### config.mk
export PLATFORM = sky130hd
export DESIGN_NAME = y_buf_writer_argmax
export DESIGN_NICKNAME = d
export VERILOG_FILES = /design/src/rtl/y_buf_writer_argmax.sv
export SDC_FILE = /design/constraint.sdc
export NUM_CORES = 1
export LEC_CHECK = 0
export CORE_MARGIN = 2
export CORE_UTILIZATION = 39
export CTS_CLUSTER_DIAMETER = 80
export DETAILED_ROUTE_END_ITERATION = 6
export PLACE_DENSITY_LB_ADDON = 0.3
export SLEW_MARGIN = 5
export SYNTH_ARGS = -nofsm -noshare
export SYNTH_HDL_FRONTEND = slang
export SYNTH_SLANG_ARGS = --single-unit
### constraint.sdc
create_clock -name clk -period 3.5 [get_ports clk]
set_clock_uncertainty 0.15 [all_clocks]
set_input_delay 0.7 -clock clk [delete_from_list [all_inputs] [get_ports clk]]
set_output_delay 0.7 -clock clk [all_outputs]
set_load 0.005 [all_outputs]
### src/rtl/y_buf_writer_argmax.sv
// y_buf_writer_argmax: writes final-layer FP32 class scores into y_buf at
// byte-stepped addresses and tracks a per-image running argmax.
module y_buf_writer_argmax #(
  parameter int unsigned IMG_NUM   = 1,
  parameter int unsigned NUM_CLASS = 10,
  parameter int unsigned DATA_W    = 32,
  parameter int unsigned ADDR_W    = $clog2(NUM_CLASS * IMG_NUM * 4),
  parameter int unsigned CLS_W     = 4
) (
  input  logic              clk,
  input  logic              rst,
  input  logic              start_i,
  input  logic              score_valid_i,
  input  logic [DATA_W-1:0] score_data_i,
  output logic              score_ready_o,
  output logic              y_buf_en,
  output logic              y_buf_wr_en,
  output logic [ADDR_W-1:0] y_buf_addr,
  output logic [DATA_W-1:0] y_buf_data,
  output logic              pred_valid_o,
  output logic [CLS_W-1:0]  pred_class_o,
  output logic              done_o
);

  localparam int unsigned IMG_W = (IMG_NUM > 1) ? $clog2(IMG_NUM) : 1;

  typedef enum logic [1:0] {
    IDLE = 2'd0,
    RUN  = 2'd1,
    FIN  = 2'd2
  } state_t;

  state_t             state;
  logic [CLS_W-1:0]   cls;
  logic [IMG_W-1:0]   img;
  logic [DATA_W-1:0]  max_key;
  logic [CLS_W-1:0]   max_cls;

  logic [DATA_W-1:0]  new_key_c;
  logic               take_new_c;
  logic               last_cls_c;
  logic               last_img_c;
  logic [ADDR_W-1:0]  addr_c;

  // Order-preserving key for FP32, compare decisions and byte address of the incoming score
  always_comb begin
    new_key_c  = score_data_i[DATA_W-1] ? ~score_data_i
                                        : (score_data_i ^ {1'b1, {(DATA_W-1){1'b0}}});
    take_new_c = (cls == '0) || (new_key_c > max_key);
    last_cls_c = (cls == CLS_W'(NUM_CLASS - 1));
    last_img_c = (img == IMG_W'(IMG_NUM - 1));
    addr_c     = ADDR_W'((32'(img) * NUM_CLASS + 32'(cls)) * 32'd4);
  end

  // Run control, y_buf write port, argmax tracking and result pulses
  always_ff @(posedge clk or posedge rst) begin
    if (rst) begin
      state         <= IDLE;
      cls           <= '0;
      img           <= '0;
      max_key       <= '0;
      max_cls       <= '0;
      score_ready_o <= 1'b0;
      y_buf_en      <= 1'b0;
      y_buf_wr_en   <= 1'b0;
      y_buf_addr    <= '0;
      y_buf_data    <= '0;
      pred_valid_o  <= 1'b0;
      pred_class_o  <= '0;
      done_o        <= 1'b0;
    end else begin
      y_buf_en     <= 1'b0;
      y_buf_wr_en  <= 1'b0;
      pred_valid_o <= 1'b0;
      done_o       <= 1'b0;
      case (state)
        IDLE: begin
          cls <= '0;
          img <= '0;
          if (start_i) begin
            state         <= RUN;
            score_ready_o <= 1'b1;
          end
        end
        RUN: begin
          if (score_valid_i) begin
            y_buf_en    <= 1'b1;
            y_buf_wr_en <= 1'b1;
            y_buf_addr  <= addr_c;
            y_buf_data  <= score_data_i;
            if (take_new_c) begin
              max_key <= new_key_c;
              max_cls <= cls;
            end
            if (last_cls_c) begin
              cls          <= '0;
              pred_valid_o <= 1'b1;
              pred_class_o <= take_new_c ? cls : max_cls;
              if (last_img_c) begin
                state         <= FIN;
                score_ready_o <= 1'b0;
                done_o        <= 1'b1;
                img           <= '0;
              end else begin
                img <= img + IMG_W'(1);
              end
            end else begin
              cls <= cls + CLS_W'(1);
            end
          end
        end
        FIN: begin
          state <= IDLE;
        end
        default: begin
          state         <= IDLE;
          score_ready_o <= 1'b0;
        end
      endcase
    end
  end

endmodule

==> results of run 1 <==
[cells in the final DEF (no fill, tap or decap), types with 2 or more instances in the layout]
cell type,synthesis,layout
a21oi_1,13,13
a22o_1,2,2
a31oi_1,4,4
and2_1,2,2
buf_12,3,5
buf_4,4,22
clkbuf_1,9,2
clkbuf_16,0,9
clkdlybuf4s50_1,0,79
clkinv_2,0,3
conb_1,1,2
dfrtp_1,85,85
ha_1,35,35
inv_1,39,38
mux2_2,6,6
mux2_4,26,26
mux2i_1,2,2
nand2_1,116,116
nand3_1,3,3
nand3b_1,4,4
nand4_1,8,8
nor2_1,9,9
nor2b_1,5,5
o21a_1,2,2
o21ai_0,16,16
xor2_1,30,24
xor2_2,0,6
[state kept, by name, indices dropped and copies added, names as in the netlist]
signal         flops
cls                4
done_o             1
max_cls            4
max_key           32
pred_class_o       4
score_ready_o      1
state              2
y_buf_addr         4
y_buf_data        32
y_buf_wr_en        1
[worst min-delay path by stage]
stage / start / to / slack [ps]
finish: y_buf_data[28] / y_buf_data[28] / 320
global route: y_buf_data[21] / y_buf_data[21] / 330
CTS: y_buf_data[28] / y_buf_data[28] / 330
detailed placement: y_buf_data[6] / y_buf_data[6] / 310
global placement: y_buf_data[25] / y_buf_data[25] / 310
floorplan: max_cls[2] / max_cls[2] / 320
[worst max-delay path, stage by stage]
cell             delay [ps]
clkdlybuf4s50_1         500
xor2_1                  210
ha_1                    280
nand4_1                 150
nor2_1                   60
o2bb2ai_1               130
or4_4                   530
a31oi_4                 190
a21o_4                  190
buf_12                  150
mux2_2                  330
[layer usage]
layer  GRT usage  vias up  share of wire
met4      0.0512        0          0.013
met3      0.0391       11          0.038
li1            -     1658              -
met1       0.204     1614           0.45
met2       0.279       50           0.50
met5           0        -              0
[logic make-up after synthesis]
family          Yosys count  synth area share
other cells               1          0.000812
buf+inv                  60            0.0642
flops                    85             0.461
mux                      34             0.103
simple gates            154             0.148
fa+ha+maj                35            0.0948
xor+xnor                 31            0.0588
compound gates           49            0.0694
[area by class of cell]
type | instances | area (µm²) | area share
sequential | 85 | 2130 | 0.350
timing repair buffer | 107 | 1060 | 0.175
tap | 143 | 179 | 0.0295
multi-input combinational | 305 | 2260 | 0.372
clock buffer | 12 | 246 | 0.0406
clock inverter | 4 | 47.5 | 0.00783
inverter | 40 | 151 | 0.0249
[what timing repair did]
item | 4_1_cts | 5_1_grt
endpoints found under the setup margin | 0 | 32
resized for setup | 0 | 8
hold endpoints to repair | 0 | 0
[stage by stage]
step                hold slack, ps  cells
floorplan                      315    450
global placement               308    680
detailed placement             311    680
CTS                            328    696
global route                   335    696
finish                         323    696
[power breakdown]
group	internal (mW)	switching [mW]
Combinational	1.39	1.06
Sequential	1.46	0.290
Clock	0.570	0.370
==> reports/qor.csv, run 1 <==
metric,value,unit
start_kind,input port,
end_kind,register,
synth-seq-cells,85,
ys_types,45,
hp-class,reg2reg,
track_usage,0.163,
stdcell_area,0.00607,mm²
insertedDiodeCount,0,
fin_crit,3360,ps
std_cell_rows,39,
post-route-worst-setup-slack,136,ps
synth_commonest_cells,"nand2_1, dfrtp_1, inv_1, ha_1, xor2_1",
synthArstFlopShare,1.00,
grt_start_max_net_pins,63,
irDropWorstVdd,0.320,mV
cp-startpoint,score_data_i[13],
numPortBuffers,80,
synth_seq_area_share,0.461,
routed_wl,9.56,mm
yosys.cell_count.top_type,nand2_1,
hold_violations,0,
drc,0,
synth_area,0.00462,mm²
period_share,0.961,
holdBufCountCts,0,
p_leak,3.00,nW
post_cts_buffers,0,
wire_per_inst,13.7,µm
core,0.0115,mm²
yosysWarnings,0,
rsz0062_at_grt,false,
postLayoutCoreUtil,0.530,
cp.required,3570,ps
p_total,5.14,mW
fp.dieH,113,µm
max_freq,297,MHz
worstPathArrival,3430,ps
clockBufferDepth,2,
area.growth.synth_to_final,31.5,%
worstReg2RegStart,max_key[14],
die-area,0.0127,mm²
clk_pin_slew,60,ps
maxCapViolCount,0,
cts_tree,yes,
synth_ff_type,dfrtp_1,
fin_tns_setup,0,ps
n_fill_cell,1003,
cts-root-buf,clkbuf_16,
ff2ff_setup_slack,750,ps
grt_pass1_vias,3621,
drt_iter0_markers,139,
cts-htree-levels,3,
dr.pass1.iters,4,
cts_sinks,85,
setup_viol,0,
hold_depth,2,
yosysTopAreaCell,dfrtp_1,
grt_overflow,0,
r2r-end,max_key[5],
path_max_fanout,11,
antenna_found_initial,0,
viasPerCell,4.79,
dpl_cell_area,0.00572,mm²
grt_first_pass_wirelength,16.8,mm
die_x,113,µm
r2r_cells,10,
worstSetupPathType,in2reg,
detail-route-antenna-nets,0,
p_per_area,847,mW/mm²
start_util,0.403,
num-nets-final,619,
insertion_delay,340,ps
synth_area_leaders,"dfrtp_1, ha_1, nand2_1, mux2_4, xor2_1",
synth_cells,449,
synth_top_area_share,0.461,
synth_edf_count,0,
syn_avg_cell_area,10.3,µm²
crit_end,max_key[5],
detailedPlace.worstSlack,-297,ps
drive_gt1_frac,0.163,
gp_congestion,0.773,
io_pins,83,
dp_hpwl,7.03,mm
vias,3333,
report.final.slew_viol_count,0,
cts_buffers,9,
status,"finished, final reports clean",
Note: power is estimated with default switching activity, not from simulation.
==> inputs of run 2 (changes only) <==
--- a/config.mk
+++ b/config.mk
@@ -6,9 +6,10 @@
 export NUM_CORES = 1
 export LEC_CHECK = 0
 export CORE_MARGIN = 2
-export CORE_UTILIZATION = 39
+export CORE_UTILIZATION = 53
 export CTS_CLUSTER_DIAMETER = 80
 export DETAILED_ROUTE_END_ITERATION = 6
+export GPL_TIMING_DRIVEN = 0
 export PLACE_DENSITY_LB_ADDON = 0.3
 export SLEW_MARGIN = 5
 export SYNTH_ARGS = -nofsm -noshare
==> run 2 against run 1 <==
Net effect:
- critical path depth grew 1
- via count rose by 3.3%
- setup slack lost 68 ps
- die area fell by 26%
- cell area shrank 0.31%
- combinational power up 7%
- count of clock-buffer cells in the layout decreased by 3
- critical path type unchanged
- largest cell class unchanged
==> reports/qor.csv, run 2 (synthesis gave the netlist of run 1 again) <==
metric,value,unit,change
core,0.00859,mm²,was 0.0115 mm²
detailedPlace.worstSlack,-479,ps,was -297 ps
start_kind,input port,,unchanged
holdWs,329,ps,was 323 ps
grt_first_pass_wirelength,16.7,mm,was 16.8 mm
vias,3444,,was 3333
hold_violations,0,,unchanged
worstSetupPathType,in2reg,,unchanged
detail-route-antenna-nets,0,,unchanged
clockBufferDepth,2,,unchanged
numPortBuffers,79,,was 80
io_pins,83,,unchanged
hp-class,reg2reg,,unchanged
die-area,0.00948,mm²,was 0.0127 mm²
fp.dieH,97.3,µm,was 113 µm
grt_start_max_net_pins,56,,was 63
holdBufCountCts,0,,unchanged
status,"finished, final reports clean",,unchanged
cts_sinks,85,,unchanged
cts_buffers,9,,unchanged
die_x,97.3,µm,was 113 µm
setup_viol,0,,unchanged
cts-htree-levels,3,,unchanged
drt_iter0_markers,173,,was 139
dr.pass1.iters,4,,unchanged
gp_congestion,0.833,,was 0.773
start_util,0.537,,was 0.403
cts-root-buf,clkbuf_8,,was clkbuf_16
drive_gt1_frac,0.163,,about the same
wire_per_inst,15.0,µm,was 13.7 µm
rsz0062_at_grt,false,,unchanged
max_slew_margin,0.649,,
cts_tree,yes,,unchanged
grt_overflow,0,,unchanged
insertion_delay,360,ps,was 340 ps
layout_commonest_cell,nand2_1,,unchanged
report.final.slew_viol_count,0,,unchanged
p_leak,3.04,nW,was 3.00 nW
area.growth.synth_to_final,31.1,%,was 31.5%
end_kind,register,,unchanged
final_cell_mix,"nand2_1, dfrtp_1, clkdlybuf4s50_1",,unchanged
viasPerCell,5.18,,was 4.79
post-route-worst-setup-slack,68.1,ps,was 136 ps
clk_pin_slew,90,ps,was 60 ps
irDropWorstVdd,0.352,mV,was 0.320 mV
drc,0,,unchanged
track_usage,0.217,,was 0.163
fin_crit,3430,ps,was 3360 ps
period_share,0.981,,was 0.961
reg.largest.list,"max_key: 32 flops, y_buf_data: 32 flops",,unchanged
max_freq,291,MHz,was 297 MHz
p_per_area,845,mW/mm²,was 847 mW/mm²
cp.required,3600,ps,was 3570 ps
std_cell_rows,34,,was 39
antenna_found_initial,0,,unchanged
worstPathArrival,3530,ps,was 3430 ps
path_max_fanout,10,,was 11
maxCapViolCount,0,,unchanged
insertedDiodeCount,0,,unchanged
num-nets-final,623,,was 619
dp_hpwl,7.07,mm,was 7.03 mm
routed_wl,9.99,mm,was 9.56 mm
tightest_slew,527,ps,
grt_pass1_vias,3641,,was 3621
==> run 2: area by class of cell <==
type                       instances  area (µm²)
clock inverter                     7        80.1
multi-input combinational        305        2280
clock buffer                       9         124
timing repair buffer              91         963
fill                             638        2540
inverter                          40         153
sequential                        85        2130
tap                              108         135
buffer                            20         190
==> run 2: through the flow <==
stage	cells	power (mW)	setup TNS, ps	area, µm²	util
global placement	637	4.09	-90310	5590	0.650
floorplan	450	3.29	0	4660	-
global route	665	5.49	0	6050	0.705
finish	665	5.12	0	6050	0.705
CTS	657	5.01	0	5860	0.682
detailed placement	638	4.21	-15390	5620	0.654
==> run 2: worst max-delay path, cell delays in order <==
cell and delay [ps]:
clkdlybuf4s50_1 530, xor2_1 210, ha_1 270, nor2b_1 130
o211ai_1 150, a2111oi_0 110, or4_4 450, a31oi_4 170
a21o_1 180, buf_12 160, buf_12 150, mux2_4 300
==> run 2: path summary, 6_finish.rpt <==
kind	start	to	slack [ps]	cells after the start
max reg2reg	max_key[27]	max_key[10]	650	11
max in group asynchronous	rst	max_key[3]	2050	3
max	score_data_i[1]	max_key[10]	70	12
min	y_buf_data[14]	y_buf_data[14]	330	2
min in group asynchronous	rst	cls[3]	530	2
min reg2reg	y_buf_data[14]	y_buf_data[14]	330	2
==> run 2: what timing repair did <==
| action | in CTS | in global routing |
|---|---|---|
| gates cloned | 0 | 2 |
| resized for setup | 1 | 18 |
| endpoints found under the setup margin | 26 | 31 |
| pin swaps | 2 | 13 |
| setup buffers | 3 | 6 |
==> run 2: routing by layer <==
metal,track usage,vias up,part of all wire
met5,0,-,0
met4,0.0620,0,0.012
met3,0.0482,14,0.038
met2,0.366,75,0.50
met1,0.282,1692,0.45
li1,-,1663,-
==> run 2: report_power, final <==
| part | internal [mW] | switching, mW |
|---|---|---|
| Combinational | 1.49 | 1.13 |
| Clock | 0.340 | 0.396 |
| Sequential | 1.46 | 0.298 |
==> inputs of run 3 (changes only) <==
--- a/config.mk
+++ b/config.mk
@@ -5,12 +5,15 @@
 export SDC_FILE = /design/constraint.sdc
 export NUM_CORES = 1
 export LEC_CHECK = 0
+export CELL_PAD_IN_SITES_DETAIL_PLACEMENT = 0
+export CELL_PAD_IN_SITES_GLOBAL_PLACEMENT = 2
 export CORE_MARGIN = 2
-export CORE_UTILIZATION = 53
+export CORE_UTILIZATION = 33
 export CTS_CLUSTER_DIAMETER = 80
 export DETAILED_ROUTE_END_ITERATION = 6
 export GPL_TIMING_DRIVEN = 0
 export PLACE_DENSITY_LB_ADDON = 0.3
+export RECOVER_POWER = 50
 export SLEW_MARGIN = 5
 export SYNTH_ARGS = -nofsm -noshare
 export SYNTH_HDL_FRONTEND = slang
==> run 3 against run 2 <==
Net effect:
- the run now ends with max-capacitance violations, max-slew violations left
- sequential cell count did not move
- sequential share of layout area is 1.7 points lower
- non-clock buffer count rose by 7
- clock power grew 31%
- critical path depth increased by 1
- critical endpoint is now max_key[16]
- largest cell class unchanged
==> reports/qor.csv, run 3 (synthesis gave the netlist of run 1 again) <==
metric,value,unit,change
num-nets-final,630,,was 623
grtUsageMet2,0.228,,was 0.366
post-route-worst-setup-slack,121,ps,was 68.1 ps
vias,3337,,was 3444
dp_hpwl,7.47,mm,was 7.07 mm
worstPathCellList,buf_8 > buf_12 > xor2_2 > ha_1 > nand4_1 > nor2_1 > o2bb2ai_1 > or4_4 > a31oi_4 > a21o_1 > buf_8 > clkbuf_16 > mux2_4,,was clkdlybuf4s50_1 > xor2_1 > ha_1 > nor2b_1 > o211ai_1 > a2111oi_0 > or4_4 > a31oi_4 > a21o_1 > buf_12 > buf_12 > mux2_4
drive_gt1_frac,0.179,,was 0.163
grt_pass1_vias,3262,,was 3641
worstPathArrival,3450,ps,was 3530 ps
holdWs,316,ps,was 329 ps
final_cell_mix,"nand2_1, dfrtp_1, clkdlybuf4s50_1",,unchanged
path_max_fanout,7,,was 10
grt_first_pass_wirelength,16.4,mm,was 16.7 mm
clockBufferDepth,2,,unchanged
start_util,0.335,,was 0.537
grt_start_max_net_pins,53,,was 56
antenna_found_initial,0,,unchanged
setup_viol,0,,unchanged
fin_tns_setup,0,ps,unchanged
hp-class,reg2reg,,unchanged
io_pins,83,,unchanged
cp-startpoint,score_data_i[31],,was score_data_i[1]
crit_end,max_key[16],,was max_key[10]
cp_slowest_cell,or4_4,,was clkdlybuf4s50_1
worstReg2RegStart,max_key[11],,was max_key[27]
insertedDiodeCount,0,,unchanged
crit_top_cell,buf_8,,was buf_12
die-area,0.0150,mm²,was 0.00948 mm²
max_slew_margin,-0.396,,was 0.649
p_total,5.35,mW,was 5.12 mW
use_met3,0.0260,,was 0.0482
stdcell_area,0.00636,mm²,was 0.00605 mm²
instances_no_fill,744,,was 665
violations,"max-capacitance violations, max-slew violations",,
dpl_cell_area,0.00570,mm²,was 0.00562 mm²
ff2ff_setup_slack,550,ps,was 650 ps
p_per_area,841,mW/mm²,was 845 mW/mm²
core,0.0138,mm²,was 0.00859 mm²
grt_use_met1,0.189,,was 0.282
max_freq,296,MHz,was 291 MHz
area.growth.synth_to_final,37.8,%,was 31.1%
start_kind,input port,,unchanged
hold_violations,0,,unchanged
viasPerCell,4.49,,was 5.18
clk_pin_slew,60,ps,was 90 ps
routed_wl,10.5,mm,was 9.99 mm
postLayoutCoreUtil,0.462,,was 0.705
maxCapViolCount,1,,was 0
tightest_slew,2090,ps,was 527 ps
numPortBuffers,79,,unchanged
wire_per_inst,14.1,µm,was 15.0 µm
drt_iter0_markers,121,,was 173
track_usage,0.142,,was 0.217
cts_tree,yes,,unchanged
cts_buffers,9,,unchanged
dr.pass1.iters,4,,unchanged
fp.dieH,122,µm,was 97.3 µm
cts_sinks,85,,unchanged
place_inst,710,,was 638
layout_commonest_cell,nand2_1,,unchanged
r2r-end,max_key[16],,was max_key[10]
cts-root-buf,clkbuf_16,,was clkbuf_8
period_share,0.966,,was 0.981
drc,0,,unchanged
reg.largest.list,"max_key: 32 flops, y_buf_data: 32 flops",,unchanged
report.final.slew_viol_count,52,,was 0
busiest_layer,met2,,unchanged
die_x,122,µm,was 97.3 µm
r2r_cells,11,,unchanged
detail-route-antenna-nets,0,,unchanged
cts-htree-levels,3,,unchanged
status,"finished, violations left",,"was finished, final reports clean"
irDropWorstVdd,0.331,mV,was 0.352 mV
cp_slowest_stage_delay,560,ps,was 530 ps
std_cell_rows,43,,was 34
gp_congestion,0.745,,was 0.833
end_kind,register,,unchanged
detailedPlace.worstSlack,-512,ps,was -479 ps
worstSetupPathType,in2reg,,unchanged
fin_crit,3380,ps,was 3430 ps
p_leak,3.23,nW,was 3.04 nW
grt_overflow,0,,unchanged
cp.required,3570,ps,was 3600 ps
insertion_delay,340,ps,was 360 ps
n_fill_cell,1333,,was 638
run 3: cell types whose count changed in the layout (fill, tap and decap cells not counted), sizes merged:
cell / before / now
clkinvlp: 2 / 1
dlygate4sd2: 0 / 2
clkdlybuf4s50: 73 / 47
inv: 43 / 39
clkinv: 1 / 3
dlygate4sd3: 0 / 17
clkbuf: 20 / 23
dlymetal6s2s: 6 / 13
buf: 21 / 28
run 3: worst min-delay path by stage:
| stage | slack [ps] | depth (start not counted) | startpoint | to |
|---|---|---|---|---|
| 3_5_place_dp | 310 | 2 | y_buf_data[25] | y_buf_data[25] |
| 5_1_grt | 330 | 2 | y_buf_data[25] | y_buf_data[25] |
| 2_1_floorplan | 320 | 1 | max_cls[2] | max_cls[2] |
| 4_1_cts | 330 | 2 | y_buf_data[25] | y_buf_data[25] |
| 3_3_place_gp | 310 | 2 | y_buf_data[25] | y_buf_data[25] |
| 6_report | 320 | 2 | y_buf_data[25] | y_buf_data[25] |
run 3: where the power goes:
| group | switching (mW) | internal, mW | total (mW) |
|---|---|---|---|
| clock network | 0.395 | 0.571 | 0.966 |
| logic | 1.15 | 1.50 | 2.65 |
| registers | 0.279 | 1.46 | 1.74 |
run 3: area by class of cell:
| type | count | area [µm²] | share of cell area |
|---|---|---|---|
| repair buffers | 98 | 1040 | 0.164 |
| multi-input cells | 305 | 2330 | 0.366 |
| clock buffers | 12 | 246 | 0.0387 |
| plain buffers | 20 | 195 | 0.0307 |
| clock inverters | 4 | 47.5 | 0.00747 |
| flip-flops and latches | 85 | 2130 | 0.334 |
| inverters | 40 | 150 | 0.0236 |
| well taps | 180 | 225 | 0.0354 |
run 3: per-layer routing:
metal,share of wire,vias up
li1,-,1684
met1,0.48,1584
met2,0.47,58
met3,0.040,11
met4,0.016,0
met5,0,-
run 3: repair_timing:
action	4_1_cts	5_1_grt
setup buffers	8	7
setup endpoints to repair	32	36
gates cloned	0	3
resized for setup	5	34
pin swaps	9	23
hold buffers	0	0
endpoints found under the hold margin	0	0
run 3: critical path: cells and delay by family:
kind / cells / cell delay (ps)
AOI/OAI and AO/OA: 3 / 490
adders and majority gates: 1 / 320
xor gates and xnor gates: 1 / 170
and+or+nand+nor: 3 / 850
muxes: 1 / 290
buffers and inverters: 4 / 600
==> variant 1, RTL diff (config.mk and constraints of run 3) <==
Change the parameter `NUM_CLASS` from 10 to 20.
--- a/src/rtl/y_buf_writer_argmax.sv
+++ b/src/rtl/y_buf_writer_argmax.sv
@@ -4,3 +4,3 @@
   parameter int unsigned IMG_NUM   = 1,
-  parameter int unsigned NUM_CLASS = 10,
+  parameter int unsigned NUM_CLASS = 20,
   parameter int unsigned DATA_W    = 32,
Ports: changed (resized y_buf_addr); port bits go from 83 to 84. The function was not compared with the original's and may differ.
==> variant 1 against run 3 <==
  * Worst setup slack better by 0.016 ns
  * Wire length decreased by 3.0%
  * Largest cell class is now sequential cells
  * Sequential share of layout area increased by 2.1 points
  * Critical path type unchanged
  * Sequential cell count is the same
  * Total power shrank 13%
  * Synthesized area shrank 3.2%
  * Design area decreased by 6.0%
  * Sequential power is 7% lower
  * Die area fell by 3.1%
  * First-iteration DRC count down 12%
==> variant 1: results (changes against run 3) <==
Largest delay share family, worst path: compound AO/OA/AOI/OAI gates (was simple AND/OR/NAND/NOR gates)
Setup bufs post-CTS: 1 (was 8)
Pre-CTS worst setup slack: -0.673 ns (was -0.512 ns)
Critical Path Fanout Max: 5 (was 7)
Slew @ Worst Pin: 1.17 ns (was 2.09 ns)
Critical Path AT: 3.44 ns (was 3.45 ns)
Compound-Gate Fraction of Synth Area: 7.87% (was 6.94%)
Routability cong.: 0.748 (was 0.745)
Area of the multi-input gates: 2110 um2 (was 2330 um2)
Leak Pwr: 2.90 nW (was 3.23 nW)
Wire length on met2: 4790 um (was 4890 um)
Synth Area in Adders: 9.52% (was 9.48%)
Critical path's slowest cell: clkdlybuf4s50_1 (was or4_4)
Final wirelength: 10200 um (was 10500 um)
Buffers excl. clock: 111 (was 118)
Placed cells: 709 (was 710)
DRT met1 WL: 4800 um (was 5020 um)
First-pass GRT wire length: 16900 um (was 16400 um)
Post-synthesis mux area share: 8.96% (was 10.3%)
Sw frac: 33.4% (was 34.0%)
Post-cts resize count: 2 (was 5)
Hpwl dp: 7500 um (was 7470 um)
Worst VDD drop: 0.000294 V (was 0.000331 V)
Synth Area in XOR/XNOR: 6.08% (was 5.88%)
Post-Layout Cell Count: 737 (was 744)
Yosys cell types: 38 (was 45)
Synth top area cells: dfrtp_1, ha_1, nand2_1 (unchanged)
Pre-antenna DRT Iters: 5 (was 4)
Register area share after synthesis: 47.6% (was 46.1%)
Status: completed (was complete, but fails checks)
Pin count of the biggest net entering global routing: 64 (was 53)
Fillcell total: 1313 (was 1333)
R2r endpoint: max_key[22] (was max_key[16])
Met2 Use GR: 23.9% (was 22.8%)
Area Growth Syn to Fin: 33.9% (was 37.8%)
Multi-input gates: 304 (was 305)
Non-clock buffer share: 17.2% (was 19.4%)
Final slew viol count: 0 (was 52)
Syn Area/Cell: 9.89 um2 (was 10.3 um2)
DR WL met3: 426 um (was 425 um)
Critical Path Source: score_data_i[17] (was score_data_i[31])
Clock buf/inv share: 5.46% (was 4.62%)
Register share of the cell area: 35.5% (was 33.4%)
GRT met3 Usage: 4.06% (was 2.60%)
IO Port Bufs: 78 (was 79)
CP max stage delay: 0.50 ns (was 0.56 ns)
Die Wd: 120 um (was 122 um)
Met1 Use GR: 19.6% (was 18.9%)
Logic inverters: 45 (was 40)
Post-synth top cells: nand2_1, dfrtp_1, inv_1 (unchanged)
Reg power frac: 34.4% (was 32.5%)
All-layer global routing usage: 15.0% (was 14.2%)
Reg2Reg Setup Slack: 0.75 ns (was 0.55 ns)
Clock Power Share: 22.5% (was 18.0%)
Vias in the first global route: 3515 (was 3262)
Switching pwr: 1.56 mW (was 1.82 mW)
-- variant 1: cell types whose count changed in the layout (fill, tap and decap cells not counted), sizes merged, moves of 3 or more --
cell,before,now
nand3b,4,0
o21ai,17,22
a31oi,5,2
nor2,9,6
clkdlybuf4s50,47,70
o211ai,1,5
nand2,116,108
nand3,3,8
dlymetal6s2s,13,0
dlygate4sd3,17,8
inv,39,42
buf,28,23
-- variant 1: worst min-delay path by stage --
| stage | slack (ns) | from | cells after the start | end |
|---|---|---|---|---|
| floorplan | 0.31 | max_key[19] | 1 | max_key[19] |
| global placement | 0.31 | y_buf_data[26] | 2 | y_buf_data[26] |
| detailed placement | 0.31 | y_buf_data[8] | 2 | y_buf_data[8] |
| CTS | 0.33 | y_buf_data[26] | 2 | y_buf_data[26] |
| global route | 0.34 | y_buf_data[9] | 2 | y_buf_data[9] |
| finish | 0.32 | y_buf_addr[3] | 2 | y_buf_addr[3] |
==> variant 2, RTL diff (config.mk and constraints of run 3) <==
Made on the original files. Register the output `pred_class_o` once more, with the module's reset; this adds one clock of latency there. The other outputs are not delayed to match.
--- a/src/rtl/y_buf_writer_argmax.sv
+++ b/src/rtl/y_buf_writer_argmax.sv
@@ -31,2 +31,4 @@
   } state_t;
+
+  logic [CLS_W-1:0] pred_class_s0;
 
@@ -68,3 +70,3 @@
       pred_valid_o  <= 1'b0;
-      pred_class_o  <= '0;
+      pred_class_s0 <= '0;
       done_o        <= 1'b0;
@@ -97,3 +99,3 @@
               pred_valid_o <= 1'b1;
-              pred_class_o <= take_new_c ? cls : max_cls;
+              pred_class_s0 <= take_new_c ? cls : max_cls;
               if (last_img_c) begin
@@ -122,2 +124,10 @@
 
+  always_ff @(posedge clk or posedge rst) begin
+    if (rst) begin
+      pred_class_o <= '0;
+    end else begin
+      pred_class_o <= pred_class_s0;
+    end
+  end
+
 endmodule
Check against the original RTL: no difference found for any inputs over 10 cycles, from zero or initial values and one cycle with rst high; that may be too few to reach the edited logic, so the function may still have changed.
==> variant 2 against run 3 <==
  * Sequential share of layout area up 3.9 points
  * Critical path type unchanged
  * Worst setup slack better by 0.095 ns
  * Synthesized area down 0.60%
  * Register-to-register slack better by 0.30 ns
  * Critical endpoint is now max_key[18]
  * Worst hold slack worse by 0.084 ns
  * Design area down 6.1%
  * Critical path depth down 3
  * Final cell count down 0.94%
  * Total power down 5.2%
  * Sequential cell count up 4
  * Wire length down 4.9%
==> variant 2: results (changes against run 3) <==
ANT cells: 0 (unchanged)
Critical Path Fanout Max: 10 (was 7)
Synth Area in XOR/XNOR: 5.91% (was 5.88%)
Leak Pwr: 2.87 nW (was 3.23 nW)
Placed cells: 720 (was 710)
Final wirelength: 9990 um (was 10500 um)
Max-slew headroom: 16.7% (was -39.6%)
Yosys cell types: 42 (was 45)
Synth Area in Adders: 9.54% (was 9.48%)
First-pass GRT wire length: 16600 um (was 16400 um)
Root buffer cell: clkbuf_16 (unchanged)
Post-cts resize count: 3 (was 5)
Hpwl dp: 7270 um (was 7470 um)
Num CTS Buffers: 9 (unchanged)
CTS H-tree lvls: 3 (unchanged)
Synth top area cells: dfrtp_1, nand2_1, ha_1 (was dfrtp_1, ha_1, nand2_1)
Routability cong.: 0.768 (was 0.745)
Layout Nets: 623 (was 630)
Routed length per instance: 13.5 um (was 14.1 um)
Latest clock arrival within the worst-skew pair: 0.35 ns
Post-Syn Instances: 459 (was 449)
DRC Markers: 0 (unchanged)
Setup bufs post-CTS: 1 (was 8)
Pin count of the biggest net entering global routing: 63 (was 53)
Drt initial violations: 116 (was 121)
Worst-path clk slew: 0.07 ns
Synthesis Warnings: 0 (unchanged)
Largest regs: max_key (32), y_buf_data (32) (unchanged)
Share of cells above drive strength 1: 12.4% (was 17.9%)
Async set-reset flop share out of synthesis: 100% (unchanged)
Post-synth top cells: nand2_1, dfrtp_1, inv_1 (unchanged)
Hold/Removal Path Class: reg2reg (unchanged)
CP max stage delay: 0.47 ns (was 0.56 ns)
Compound-Gate Fraction of Synth Area: 7.14% (was 6.94%)
Post-synthesis mux area share: 8.45% (was 10.3%)
Status: completed (was complete, but fails checks)
Initial antenna violation count: 0 (unchanged)
Register area share after synthesis: 48.5% (was 46.1%)
Longest Clk Path Bufs: 2 (unchanged)
Critical path's slowest cell: clkdlybuf4s50_1 (was or4_4)
Placed inst area: 5640 um2 (was 5700 um2)
Worst VDD drop: 0.000307 V (was 0.000331 V)
IO Port Bufs: 79 (unchanged)
Vias in the first global route: 3339 (was 3262)
DR vias/cell: 4.52 (was 4.49)
All-layer global routing usage: 14.5% (was 14.2%)
Critical Path AT: 3.36 ns (was 3.45 ns)
Pre-antenna DRT Iters: 4 (unchanged)
Pre-CTS worst setup slack: -0.690 ns (was -0.512 ns)
variant 2: cell types whose count changed after synthesis, moves of 3 or more:
cell      delta
a21oi_1      +6
inv_1        +3
dfrtp_1      +4
o211ai_1     +4
mux2_2      +24
buf_12       -3
mux2_4      -24
variant 2: final cells by class:
| type | instances | area, um2 |
|---|---|---|
| fillers | 1349 | 7740 |
| well taps | 180 | 225 |
| clock buffers | 10 | 239 |
| plain buffers | 19 | 121 |
| repair buffers | 81 | 806 |
| flip-flops and latches | 89 | 2230 |
| clock inverters | 6 | 90.1 |
| inverters | 43 | 163 |
| multi-input cells | 309 | 2100 |
variant 2: worst paths after layout:
path | startpoint | to | slack (ns) | depth (start not counted)
max | score_data_i[15] | max_key[18] | 0.22 | 10
min | pred_class_s0[2] | pred_class_o[2] | 0.23 | 0
max reg2reg | max_key[15] | max_key[18] | 0.85 | 9
min reg2reg | pred_class_s0[2] | pred_class_o[2] | 0.23 | 0
max in group asynchronous | rst | y_buf_data[1] | 0.79 | 3
min in group asynchronous | rst | done_o | 0.92 | 2
variant 2: power breakdown:
part	switching (mW)	internal [mW]
Clock	0.418	0.648
Sequential	0.256	1.52
Combinational	1.04	1.19
Total	1.72	3.36
variant 2: routing by layer:
layer | track usage, % | share of wire (%) | vias to the layer above
li1 | - | - | 1694
met1 | 20.1 | 50 | 1555
met2 | 22.6 | 44 | 68
met3 | 2.57 | 4.2 | 12
met4 | 5.82 | 1.6 | 0
met5 | 0 | 0 | -
variant 2: critical path, delay by kind of cell:
kind	cells	cell delay, ns
AO/OA/AOI/OAI	1	0.07
XOR/XNOR	1	0.19
adder cells (fa/ha/maj)	1	0.33
buffers and inverters	2	0.68
multiplexers	1	0.34
AND/OR/NAND/NOR	4	1.05
